<file path="src/rtl/nx_fifo_pkg.sv">
// nx_fifo_pkg: shared error-bit indices, err_status type and count helper for nx_fifo_wm.
// Build option NX_FIFO_PARITY_EN adds a parity bit per entry and a third sticky error bit.
package nx_fifo_pkg;

  localparam int ERR_UNF = 0;
  localparam int ERR_OVF = 1;
  localparam int ERR_PAR = 2;

`ifdef NX_FIFO_PARITY_EN
  localparam int ERR_W = 3;
  localparam int PAR_W = 1;
`else
  localparam int ERR_W = 2;
  localparam int PAR_W = 0;
`endif

  typedef logic [ERR_W-1:0] err_status_t;

  function automatic logic [31:0] fifo_cnt_next(input logic [31:0] cnt,
                                                input logic        wacc,
                                                input logic        racc);
    return cnt + 32'(wacc) - 32'(racc);
  endfunction

endpackage

</file>
<file path="src/rtl/nx_fifo_ctrl_wm.sv">
// nx_fifo_ctrl_wm: pointers, occupancy, watermark flags and error tracking for nx_fifo_wm.
// With NX_FIFO_PARITY_EN a par_err input feeds the sticky parity bit.
module nx_fifo_ctrl_wm
  import nx_fifo_pkg::*;
#(
  parameter int DEPTH = 16,
  parameter int AW    = $clog2(DEPTH)
) (
  input  logic             clk,
  input  logic             rst_n,
  input  logic             clear,
  input  logic             wen,
  input  logic             ren,
  input  logic [AW:0]      afull_thresh,
  input  logic [AW:0]      aempty_thresh,
`ifdef NX_FIFO_PARITY_EN
  input  logic             par_err,
`endif
  output logic             write_acc,
  output logic             read_acc,
  output logic [AW-1:0]    wptr,
  output logic [AW-1:0]    rptr,
  output logic             empty,
  output logic             full,
  output logic [AW:0]      used_slots,
  output logic [AW:0]      free_slots,
  output logic             almost_full,
  output logic             almost_empty,
  output logic             overflow,
  output logic             underflow,
  output logic [ERR_W-1:0] err_status
);

  localparam logic [AW:0] DEPTH_C = (AW+1)'(DEPTH);

  logic [AW:0] cnt_nxt;
  err_status_t err_nxt;

  // A pop at full frees the slot the simultaneous push needs.
  always_comb begin
    read_acc  = ren && !empty;
    write_acc = wen && (!full || read_acc);
    cnt_nxt   = (AW+1)'(fifo_cnt_next(32'(used_slots), write_acc, read_acc));
    err_nxt   = err_status;
    if (wen && !write_acc) err_nxt[ERR_OVF] = 1'b1;
    if (ren && empty)      err_nxt[ERR_UNF] = 1'b1;
`ifdef NX_FIFO_PARITY_EN
    if (par_err)           err_nxt[ERR_PAR] = 1'b1;
`endif
  end

  always_ff @(posedge clk or negedge rst_n) begin
    if (!rst_n) begin
      wptr         <= '0;
      rptr         <= '0;
      used_slots   <= '0;
      empty        <= 1'b1;
      full         <= 1'b0;
      almost_full  <= 1'b0;
      almost_empty <= 1'b1;
      overflow     <= 1'b0;
      underflow    <= 1'b0;
      err_status   <= '0;
    end else if (clear) begin
      wptr         <= '0;
      rptr         <= '0;
      used_slots   <= '0;
      empty        <= 1'b1;
      full         <= 1'b0;
      almost_full  <= 1'b0;
      almost_empty <= 1'b1;
      overflow     <= 1'b0;
      underflow    <= 1'b0;
      err_status   <= '0;
    end else begin
      if (write_acc) wptr <= wptr + AW'(1);
      if (read_acc)  rptr <= rptr + AW'(1);
      used_slots   <= cnt_nxt;
      empty        <= (cnt_nxt == '0);
      full         <= (cnt_nxt == DEPTH_C);
      almost_full  <= (cnt_nxt >= afull_thresh);
      almost_empty <= (cnt_nxt <= aempty_thresh);
      overflow     <= wen && !write_acc;
      underflow    <= ren && empty;
      err_status   <= err_nxt;
    end
  end

  assign free_slots = DEPTH_C - used_slots;

endmodule

</file>
<file path="src/rtl/nx_fifo_wm.sv">
// nx_fifo_wm: parametrised single-clock FIFO with programmable watermarks and sticky errors.
// Define NX_FIFO_PARITY_EN to store an even-parity bit per entry and drive par_err.
module nx_fifo_wm
  import nx_fifo_pkg::*;
#(
  parameter int WIDTH = 64,
  parameter int DEPTH = 16,
  parameter int AW    = $clog2(DEPTH)
) (
  input  logic             clk,
  input  logic             rst_n,
  input  logic             clear,
  input  logic             wen,
  input  logic [WIDTH-1:0] wdata,
  input  logic             ren,
  output logic [WIDTH-1:0] rdata,
  output logic             empty,
  output logic             full,
  output logic [AW:0]      used_slots,
  output logic [AW:0]      free_slots,
  input  logic [AW:0]      afull_thresh,
  input  logic [AW:0]      aempty_thresh,
  output logic             almost_full,
  output logic             almost_empty,
  output logic             overflow,
  output logic             underflow,
  output logic [ERR_W-1:0] err_status,
  output logic             par_err
);

  localparam int MW = WIDTH + PAR_W;

  logic [MW-1:0] mem [DEPTH];
  logic [MW-1:0] wword;
  logic [MW-1:0] head;
  logic [AW-1:0] wptr;
  logic [AW-1:0] rptr;
  logic          write_acc;
  logic          read_acc;

  nx_fifo_ctrl_wm #(.DEPTH(DEPTH), .AW(AW)) u_ctrl (
    .clk           (clk),
    .rst_n         (rst_n),
    .clear         (clear),
    .wen           (wen),
    .ren           (ren),
    .afull_thresh  (afull_thresh),
    .aempty_thresh (aempty_thresh),
`ifdef NX_FIFO_PARITY_EN
    .par_err       (par_err),
`endif
    .write_acc     (write_acc),
    .read_acc      (read_acc),
    .wptr          (wptr),
    .rptr          (rptr),
    .empty         (empty),
    .full          (full),
    .used_slots    (used_slots),
    .free_slots    (free_slots),
    .almost_full   (almost_full),
    .almost_empty  (almost_empty),
    .overflow      (overflow),
    .underflow     (underflow),
    .err_status    (err_status)
  );

  assign head = mem[rptr];

`ifdef NX_FIFO_PARITY_EN
  assign wword   = {^wdata, wdata};
  assign par_err = !empty && (^head);
`else
  assign wword   = wdata;
  assign par_err = 1'b0;
`endif

  // No reset on the array so it maps onto the memory primitive.
  always_ff @(posedge clk) begin
    if (write_acc) mem[wptr] <= wword;
  end

  assign rdata = empty ? '0 : head[WIDTH-1:0];

endmodule

</file>
<file path="config.mk">
export PLATFORM = sky130hd
export DESIGN_NAME = nx_fifo_wm
export DESIGN_NICKNAME = d
export VERILOG_FILES = /design/src/rtl/nx_fifo_pkg.sv /design/src/rtl/nx_fifo_ctrl_wm.sv /design/src/rtl/nx_fifo_wm.sv
export SDC_FILE = /design/constraint.sdc
export NUM_CORES = 1
export LEC_CHECK = 0
export BUFFER_PORTS_ARGS = -buffer_cell sky130_fd_sc_hd__buf_2
export CORE_ASPECT_RATIO = 0.7
export CORE_UTILIZATION = 45
export CTS_CLUSTER_SIZE = 40
export DETAILED_ROUTE_END_ITERATION = 12
export PLACE_DENSITY = 0.71
export RECOVER_POWER = 100
export SYNTH_ARGS = -nofsm -noshare
export SYNTH_HDL_FRONTEND = slang
export SYNTH_HIERARCHICAL = 1
export SYNTH_SLANG_ARGS = --single-unit
</file>
<file path="constraint.sdc">
create_clock -name clk -period 8.69 [get_ports clk]
set_input_delay 0.869 -clock clk [delete_from_list [all_inputs] [get_ports clk]]
set_output_delay 0.869 -clock clk [all_outputs]
set_load 0.05 [all_outputs]
</file>
# Word-level counts from Yosys, hierarchy flattened
# Memories as Yosys holds them, arrays and structs flattened.
# Cells that the tools add are included.
dict set report classes {
  add_sub_neg 5
  n_lt_le_gt_ge 2
  mux 17
  eq_ne 1
  n_reduce_logical 13
}
# operator count
set op_table {}
lappend op_table {{64-bit two-way mux} 1}
lappend op_table {{4-bit two-way mux} 4}
lappend op_table {{1-bit two-way mux} 10}
lappend op_table {{4-bit by 1-bit adder with 4-bit output (second input constant)} 2}
lappend op_table {{2-bit nonzero test} 4}
lappend op_table {{5-bit by 1-bit adder with 5-bit output} 1}
lappend op_table {{5-bit == test (second input constant)} 1}
lappend op_table {{5-bit >= comparator} 1}
lappend op_table {{5-bit less-or-equal comparator} 1}
lappend op_table {{5-bit logical NOT} 1}
lappend op_table {{5-bit two-way mux} 1}
lappend op_table {{5-bit by 1-bit subtractor with 5-bit output} 1}
lappend op_table {{5-bit subtractor (first input constant)} 1}
lappend op_table {{1-bit logical AND} 4}
lappend op_table {{1-bit logical NOT} 3}
lappend op_table {{2-bit two-way mux} 1}
lappend op_table {{1-bit logical OR} 1}
dict set report word_totals {
  mem_count 1
  mem_bits_rw 1024
  output_inout_bits 83
  regBits 21
  input_bits 79
  word_cells 50
}
# name depth word_bits rd rd_clocked_by_memory_dff wr line
set mem_list {}
lappend mem_list {mem 16 64 1 0 1 nx_fifo_wm.sv:33} ;# logic [MW-1:0] mem [DEPTH];

# Depth between registers and ports, before layout
# Gate-level depths: netlist of the first run.
dict set report logic_depth {
  depth_word 8
  ltp_mapped 17
  ltp_nobuf 17
}

# Modules after synthesis
# Netlist of the first run, hierarchy kept.
# module instances cells_each area_per_inst_um2
set by_module_without_submodules {}
lappend by_module_without_submodules {nx_fifo_wm 1 2141 39885.8}
lappend by_module_without_submodules {nx_fifo_ctrl_wm 1 138 1341.3}

# Worst setup path after synthesis of the first run
# Ideal clock, no wire load.
dict set report synth_timing {
  path_type {input port to flip-flop}
  startpoint {input port ren}
  endpoint {memory mem[0][0] (netlist bit), enable pin}
  n_path_buf 0
  setup_slack_ns 2.108
  setup_ns 0.565
  arrival_ns 6.017
  stages 6
  path_cell_list {nand2b_1 nand2_1 nand2_1 inv_2 or3b_1 nor3_1}
}
dict set report synth_between {
  elab_chain_len 5
}
# item line
set synth_rtl {}
lappend synth_rtl {{start, declared} nx_fifo_wm.sv:15} ;# input logic ren,
lappend synth_rtl {{1-bit logical AND} nx_fifo_ctrl_wm.sv:41} ;# read_acc = ren && !empty;
lappend synth_rtl {{1-bit logical OR} nx_fifo_ctrl_wm.sv:42} ;# write_acc = wen && (!full || read_acc);
lappend synth_rtl {{1-bit logical AND} nx_fifo_ctrl_wm.sv:42}
lappend synth_rtl {{named net write_acc} nx_fifo_wm.sv:38} ;# logic write_acc;
lappend synth_rtl {{1-bit two-way mux} nx_fifo_wm.sv:79} ;# if (write_acc) mem[wptr] <= wword;
lappend synth_rtl {{1-bit two-way mux (not written as such)} nx_fifo_wm.sv:79}
lappend synth_rtl {{end, declared} nx_fifo_wm.sv:33}
# The timed path passes the listed nets, and every way through them passes these cells.

# Final worst setup path of the first run
dict set report layout_timing {
  startpoint {register u_ctrl.empty}
  endpoint {memory mem[8][44] (netlist bit), enable pin}
}
dict set report layout_between {
  elab_chain_len 6
}
# item line
set layout_rtl {}
lappend layout_rtl {{start, declared} nx_fifo_ctrl_wm.sv:23} ;# output logic empty,
lappend layout_rtl {{start signal, assigned} nx_fifo_ctrl_wm.sv:79} ;# empty <= (cnt_nxt == '0);
lappend layout_rtl {{1-bit logical NOT} nx_fifo_ctrl_wm.sv:41}
lappend layout_rtl {{1-bit logical AND} nx_fifo_ctrl_wm.sv:41}
lappend layout_rtl {{1-bit logical OR} nx_fifo_ctrl_wm.sv:42}
lappend layout_rtl {{1-bit logical AND} nx_fifo_ctrl_wm.sv:42}
lappend layout_rtl {{named net write_acc} nx_fifo_wm.sv:38}
lappend layout_rtl {{1-bit two-way mux} nx_fifo_wm.sv:79}
lappend layout_rtl {{1-bit two-way mux (not written as such)} nx_fifo_wm.sv:79}
# The timed path passes the listed nets, and every way through them passes these cells.

==> results.md, run 1 <==
* Synth Area in Simple Gates at 0.0286
* Worst-path clk slew at 0.06 ns
* Startpoint Class: register
* CTS tree: built
* Fraction of layout cells with a size suffix above 1 at 0.0771
* Core box area at 0.0904 mm^2
* Largest cells by area after synthesis: edfxtp_1 75%, mux2i_1 12%, a22oi_1 4.7%, nand3_1 1.6%, dfrtp_1 1.2%
* Share of flip-flops with an asynchronous set or reset at 0.0201
* Htree depth at 3
* Area delta synth->final at 11.1%
* Post-Synth XOR/XNOR Area at 0.00316
* Number of remaining DRC errors at 0
* Max-Slew Margin vs Limit at -2.00
* Pwr Density at 272 mW/mm^2
* Final net count at 2547
* Clock Tree Buf Depth at 3
* Failing checks: capacitance limit, slew limit
* NetSw at 3.62 mW
* Initial antenna violation count at 11
* Status: complete, but fails checks
* Crit Path Class: reg2reg
* Slew @ Worst Pin at 4.50 ns
* RSZ-0062 raised after global routing: no
* Met1 Use GR at 0.280
* Final hold vios at 0
* WL/cell at 25.1 um
* Die ar. at 0.0928 mm^2
* Yosys top cell area share at 0.746
* Mux contribution to synthesized area at 0.124
* Die width at 364 um
* Crit path cell chain: nand2b_1 > nand2_1 > nand2_1 > inv_1 > nand3b_1 > nor3_1 > clkbuf_1 > clkbuf_1
* Post-synth top area cell: edfxtp_1
* Period minus WS final at 6.54 ns
* # fillers at 7253
* Adder-cell share of the synthesized area at 0.00595
* Cts bufs inserted at 97
* Power consumption at 12.5 mW
* Ys flop type: edfxtp_1
* CP max stage cell: clkbuf_1
* Sequential Area at 0.0313 mm^2
* Crit path max fanout at 47
* Core Rows at 92
* Overall routing resource usage at 0.203
* Final slew viol count at 662
* Period utilization at 0.753
* Final setup fails at 0
* Worst skew pair latency at 0.68 ns
* Clock sinks at 1045
* Main combinational cell family by area after synthesis: multiplexers
* Ports at 162
* Hold Crit Class: in2async
* Post-CTS Resized at 0
* Max Clk Rate at 153 MHz
* Logic gate share of total power at 0.199
* Register bit total from synthesis at 1045
* LEAKAGE at 14.4 nW
* Post-synth EDFFs at 1024
* Die Ht at 255 um
* Final Util at 0.507
* DRT Pass-1 Iters at 7
* Final WL at 94.4 mm
* Clock skew at 0.0199 ns
* Routability cong. at 0.790
* Worst Path Buf+Inv at 3
* Post-Syn Nets at 2377
* Max_cap viols at 22
* Initial core utilization at 0.456
* Pin count of the biggest net entering global routing at 157
* Dpl hpwl at 44.1 mm
* Synth unique cells at 49
* Clk network pwr share at 0.336
* Vias post-DR at 21300
* Vias per inst at 5.68
* Int Power at 8.86 mW
* Compound-gate portion of the synthesized area at 0.0506
* Number of global-route vias before repair at 21200
* DR iter-0 viols at 2366
* Cells after synthesis at 2279
* Area of the multi-input gates at 0.00885 mm^2
* Critical path required time at 8.86 ns
* Family with the most delay on the worst path: buffers and inverters
* CTS Hold Bufs at 0
* Global-route wire length before repair at 138 mm
* Root Driver: clkbuf_16
* Antenna-violating nets left at 0
* GR Util met3 at 0.0404
* CP Data Arrival Time at 6.71 ns
* Synthesized cell area at 0.0412 mm^2
* IR Drop Worst-Case VDD at 0.000200 V
* Post-CTS setup repair buffer count at 0
* Largest stage delay, worst path at 3.24 ns
* Avg Cell Area, Syn at 18.1 um^2
* Seq pwr share at 0.466
* CP Capture Type: register
* Yosys Warn Count at 6
* Switching share of total power at 0.290
* Setup TNS at 0 ns
* Grt ovf at 0
* Met2 usage at 0.332
* Sequential share of the synthesized area at 0.759
* GR peak layer: met2
* I/O Buffers at 160
==> power groups by stage <==
stage / Sequential [mW] / Combinational (mW) / Clock [mW]
6_report: 5.81 / 2.48 / 4.19
5_1_grt: 5.82 / 2.63 / 4.45
4_1_cts: 5.81 / 2.52 / 4.26
2_1_floorplan: 5.94 / 1.97 / 0
3_5_place_dp: 5.91 / 2.51 / 0
3_3_place_gp: 5.90 / 2.47 / 0
==> sequential cells by signal (all words and copies together) (netlist names) <==
name	cells
mem	1024
u_ctrl/err_status	2
u_ctrl/rptr	4
u_ctrl/underflow	1
u_ctrl/almost_empty	1
u_ctrl/full	1
u_ctrl/used_slots	5
u_ctrl/almost_full	1
u_ctrl/empty	1
u_ctrl/overflow	1
u_ctrl/wptr	4
==> per-layer routing <==
metal | vias up | routed length, um
met2 | 775 | 45600
li1 | 9455 | -
met1 | 10900 | 40200
met3 | 141 | 6790
met5 | - | 101
met4 | 16 | 1770
==> path summary, 6_finish.rpt <==
kind | start | end | slack, ns | depth (start not counted)
max | u_ctrl/empty | mem[8][44] | 2.15 | 8
max reg2reg | u_ctrl/empty | mem[8][44] | 2.15 | 8
min in group clk | ren | u_ctrl/underflow | 0.47 | 2
min reg2reg | u_ctrl/err_status[1] | u_ctrl/err_status[1] | 0.50 | 1
max in group asynchronous | rst_n | u_ctrl/full | 7.58 | 1
min | rst_n | u_ctrl/used_slots[2] | 0.41 | 1
==> layout make-up <==
cell class                 count  area share
timing repair buffer         201      0.0202
clock buffer                 114      0.0558
sequential                  1045       0.683
tap                         1222      0.0334
inverter                      25     0.00235
multi-input combinational   1079       0.193
clock inverter                65      0.0125
antenna                        4    0.000218
==> logic make-up (layout without fill, tap and decap cells) <==
family	count (synthesis)	after routing
XOR/XNOR	14	14
adder cells (fa/ha/maj)	19	19
flip-flops	1045	1045
buffers and inverters	155	405
AND/OR/NAND/NOR	255	255
other	1	5
multiplexers	512	512
AO/OA/AOI/OAI	278	278
==> placed cells by master, fill, tap and decap left out, types with 2 or more instances in the layout <==
cell type,n
a21o_1,2
a21oi_1,8
a22oi_1,256
buf_12,5
buf_2,16
buf_4,18
bufinv_16,8
clkbuf_1,176
clkbuf_16,100
clkinv_1,26
clkinv_2,20
clkinvlp_4,2
dfrtp_1,19
diode_2,4
edfxtp_1,1024
ha_1,18
inv_1,23
inv_6,5
mux2i_1,512
nand2_1,75
nand2b_1,4
nand3_1,130
nand3b_1,2
nand4_1,3
nor2_1,19
nor2_4,9
nor2b_4,3
nor3_1,5
o21bai_1,2
xnor2_1,10
xor2_1,4
==> cells in the mapped netlist (all sizes together), types with 5 or more instances <==
cell type and count:
dfrtp 19, xnor2 10, a21oi 8, nand3 130, nor2 28, edfxtp 1024, a22oi 256, nor3 5
inv 24, ha 18, clkbuf 50, buf 80, nand2 75, mux2i 512
==> metrics by stage <==
stage	area [um^2]	worst slack, ns	cells	hold WS [ns]
after floorplan	41200	2.11	2279	0.537
after global placement	43000	4.63	3572	0.468
after detailed placement	43000	4.52	3572	0.484
after CTS	46100	3.90	3751	0.122
after global routing	45800	1.87	3752	0.459
final	45800	2.15	3755	0.408
(Power assumes the default switching activity.)
==> inputs of run 2 (changes only) <==
--- a/config.mk
+++ b/config.mk
@@ -10,7 +10,7 @@
 export CORE_UTILIZATION = 45
 export CTS_CLUSTER_SIZE = 40
 export DETAILED_ROUTE_END_ITERATION = 12
-export PLACE_DENSITY = 0.71
+export PLACE_DENSITY = 0.73
 export RECOVER_POWER = 100
 export SYNTH_ARGS = -nofsm -noshare
 export SYNTH_HDL_FRONTEND = slang
==> constraint.sdc (replaced) <==
create_clock -name clk -period 5.5 [get_ports clk]
set_input_delay 0.55 -clock clk [delete_from_list [all_inputs] [get_ports clk]]
set_output_delay 0.55 -clock clk [all_outputs]
set_load 0.05 [all_outputs]
==> run 2 against run 1 <==
Effect of this change: the flow still finishes with violations (capacitance limit, slew limit); critical path depth down 2; count of clock-buffer cells in the layout up 12; design area about the same; final cell count about the same; clock power up 50%; sequential cell count unchanged; register-to-register slack worse by 1.3 ns; worst hold slack worse by 0.27 ns; sequential share of layout area about the same; via count down 0.33%; sequential power up 58%; global-route usage down 0.38 points; critical path type is now reg2out.
==> results.md, run 2 (synthesis results as in run 1) <==
* Max Clk Rate at 215 MHz
* Vias post-DR at 21200 (was 21300)
* Clock sinks at 1045 (unchanged)
* Final slew viol count at 744 (was 662)
* CP Capture Type: output pin (was register)
* Reg2reg setup slack at 0.89 ns (was 2.15 ns)
* Period utilization at 0.847
* DRT Pass-1 Iters at 5 (was 7)
* Worst Hold Depth at 3
* Commonest non-fill, non-tap cell in the layout: edfxtp_1 (unchanged)
* Final hold vios at 0 (unchanged)
* Vias per inst at 5.66 (was 5.68)
* Pin count of the biggest net entering global routing at 129 (was 157)
* Die Ht at 255 um (unchanged)
* Number of global-route vias before repair at 21400 (was 21200)
* Post-CTS setup repair buffer count at 0 (unchanged)
* Die width at 364 um (unchanged)
* RSZ-0062 raised after global routing: no (unchanged)
* I/O Buffers at 160 (unchanged)
* Max_cap viols at 22 (unchanged)
* Crit path cell chain: and2_2 > buf_4 > a22oi_1 > nand3_1 > nand2_1 > clkbuf_1 (was nand2b_1 > nand2_1 > nand2_1 > inv_1 > nand3b_1 > nor3_1 > clkbuf_1 > clkbuf_1)
* Pwr Density at 423 mW/mm^2 (was 272 mW/mm^2)
* CP max stage cell: and2_2 (was clkbuf_1)
* Routability cong. at 0.786 (was 0.790)
* Max-Slew Margin vs Limit at -1.36 (was -2.00)
* Largest stage delay, worst path at 1.39 ns (was 3.24 ns)
* Slew @ Worst Pin at 3.54 ns (was 4.50 ns)
* Crit Path Class: reg2out (was reg2reg)
* Htree depth at 3 (unchanged)
* Reg2reg start: u_ctrl/empty (unchanged)
* Crit path max fanout at 61 (was 47)
* Startpoint Class: register (unchanged)
* Largest Register: mem (unchanged)
* HP Start: ren
* Power consumption at 19.4 mW (was 12.5 mW)
* LEAKAGE at 14.5 nW (was 14.4 nW)
* Number of flip-flops in the largest register at 1024 (unchanged)
* Post-CTS Resized at 0 (unchanged)
* Worst R2R Path Depth at 7 (was 8)
* Root Driver: clkbuf_16 (unchanged)
* Worst skew pair latency at 0.68 ns (about the same)
* Largest registers: mem x1024, u_ctrl/used_slots x5 (unchanged)
* CTS Hold Bufs at 1 (was 0)
* Worst-path clk slew at 0.07 ns (was 0.06 ns)
* Grt ovf at 0 (unchanged)
* Period minus WS final at 4.66 ns
* R2R Path End: mem[15][20] (was mem[8][44])
* Final setup fails at 0 (unchanged)
* Area delta synth->final at 11.1% (about the same)
* Pre-CTS setup slack at 1.71 ns (was 4.52 ns)
* Core box area at 0.0904 mm^2 (unchanged)
* Commonest non-fill, non-tap cells in the layout: 1024 x edfxtp_1, 512 x mux2i_1, 256 x a22oi_1, 183 x clkbuf_1, 130 x nand3_1 (was 1024 x edfxtp_1, 512 x mux2i_1, 256 x a22oi_1, 176 x clkbuf_1, 130 x nand3_1)
* Clock skew at 0.0220 ns (was 0.0199 ns)
* Hold Crit Endpoint: u_ctrl/err_status[0]
* Final WL at 92.5 mm (was 94.4 mm)
* Number of remaining DRC errors at 0 (unchanged)
* Cts bufs inserted at 95 (was 97)
* Failing checks: capacitance limit, slew limit (unchanged)
* Status: complete, but fails checks (unchanged)
* Core Rows at 92 (unchanged)
* Overall routing resource usage at 0.199 (was 0.203)
* Worst Path Buf+Inv at 2 (was 3)
* Clock Tree Buf Depth at 3 (unchanged)
* Dpl hpwl at 45.9 mm (was 44.1 mm)
* Ports at 162 (unchanged)
* Critical path required time at 4.95 ns (was 8.86 ns)
* DR iter-0 viols at 2306 (was 2366)
* Fraction of layout cells with a size suffix above 1 at 0.0783 (was 0.0771)
* IR Drop Worst-Case VDD at 0.000288 V (was 0.000200 V)
* CP Data Arrival Time at 4.11 ns (was 6.71 ns)
* Final worst slack at 0.843 ns (was 2.15 ns)
* Initial core utilization at 0.456 (unchanged)
* Final net count at 2553 (was 2547)
* CTS tree: built (unchanged)
* Initial antenna violation count at 9 (was 11)
* WL/cell at 24.6 um (was 25.1 um)
* Die ar. at 0.0928 mm^2 (unchanged)
* Family with the most delay on the worst path: simple AND/OR/NAND/NOR gates (was buffers and inverters)
* Antenna-violating nets left at 0 (unchanged)
* Hold Crit Class: in2reg (was in2async)
* Fin Hold WS at 0.134 ns (was 0.408 ns)
* Global-route wire length before repair at 136 mm (was 138 mm)
* Setup TNS at 0 ns (unchanged)
## run 2: changes by cell type in the layout (fill, tap and decap cells not counted), moves of 4 or more
cell       previous run  this run
clkbuf_1            176       183
clkbuf_2              0         5
clkinv_1             26        16
clkbuf_16           100        96
buf_12                5        14
clkinv_2             20        14
## run 2: layout make-up
class / count / area [um^2]
clock buffer: 126 / 2510
timing repair buffer: 209 / 1120
tap: 1222 / 1530
inverter: 25 / 108
fill: 7220 / 44500
multi-input combinational: 1079 / 8850
clock inverter: 46 / 408
sequential: 1045 / 31300
antenna: 1 / 2.50
## run 2: how the worst max path moves through the flow
stage	endpoint	slack [ns]	depth (start not counted)	startpoint
3_5_place_dp	u_ctrl/almost_empty	1.71	17	ren
6_report	rdata[44]	0.84	6	u_ctrl/rptr[1]
5_1_grt	rdata[49]	0.71	6	u_ctrl/rptr[1]
2_1_floorplan	mem[1][0]	0.93	6	u_ctrl/empty
4_1_cts	rdata[44]	1.47	6	u_ctrl/rptr[1]
3_3_place_gp	u_ctrl/almost_empty	1.70	17	ren
## run 2: worst min-delay path, stage by stage
cell	delay [ns]
buf_2	0.10
a21oi_1	0.06
nor2_1	0.07
## run 2: per-stage QoR
step | std cells | utilization | cell area (um^2)
3_3_place_gp | 3579 | 0.479 | 43300
3_5_place_dp | 3579 | 0.479 | 43300
5_1_grt | 3753 | 0.507 | 45800
2_1_floorplan | 2279 | - | 41200
4_1_cts | 3752 | 0.511 | 46200
6_report | 3753 | 0.507 | 45800
## run 2: metal layers
layer  global-route usage  up-vias  routed length [um]
met2                0.332      743               45300
met4               0.0524       12                1870
met3               0.0402      140                6420
li1                     -     9434                   -
met5                    0        -                  81
met1                0.267    10900               38800
## run 2: report_power, final
part           total (mW)  internal, mW  switching, mW
combinational        3.89          1.21           2.67
sequential           9.18          9.04          0.146
clock                6.30          3.47           2.83
total                19.4          13.7           5.65
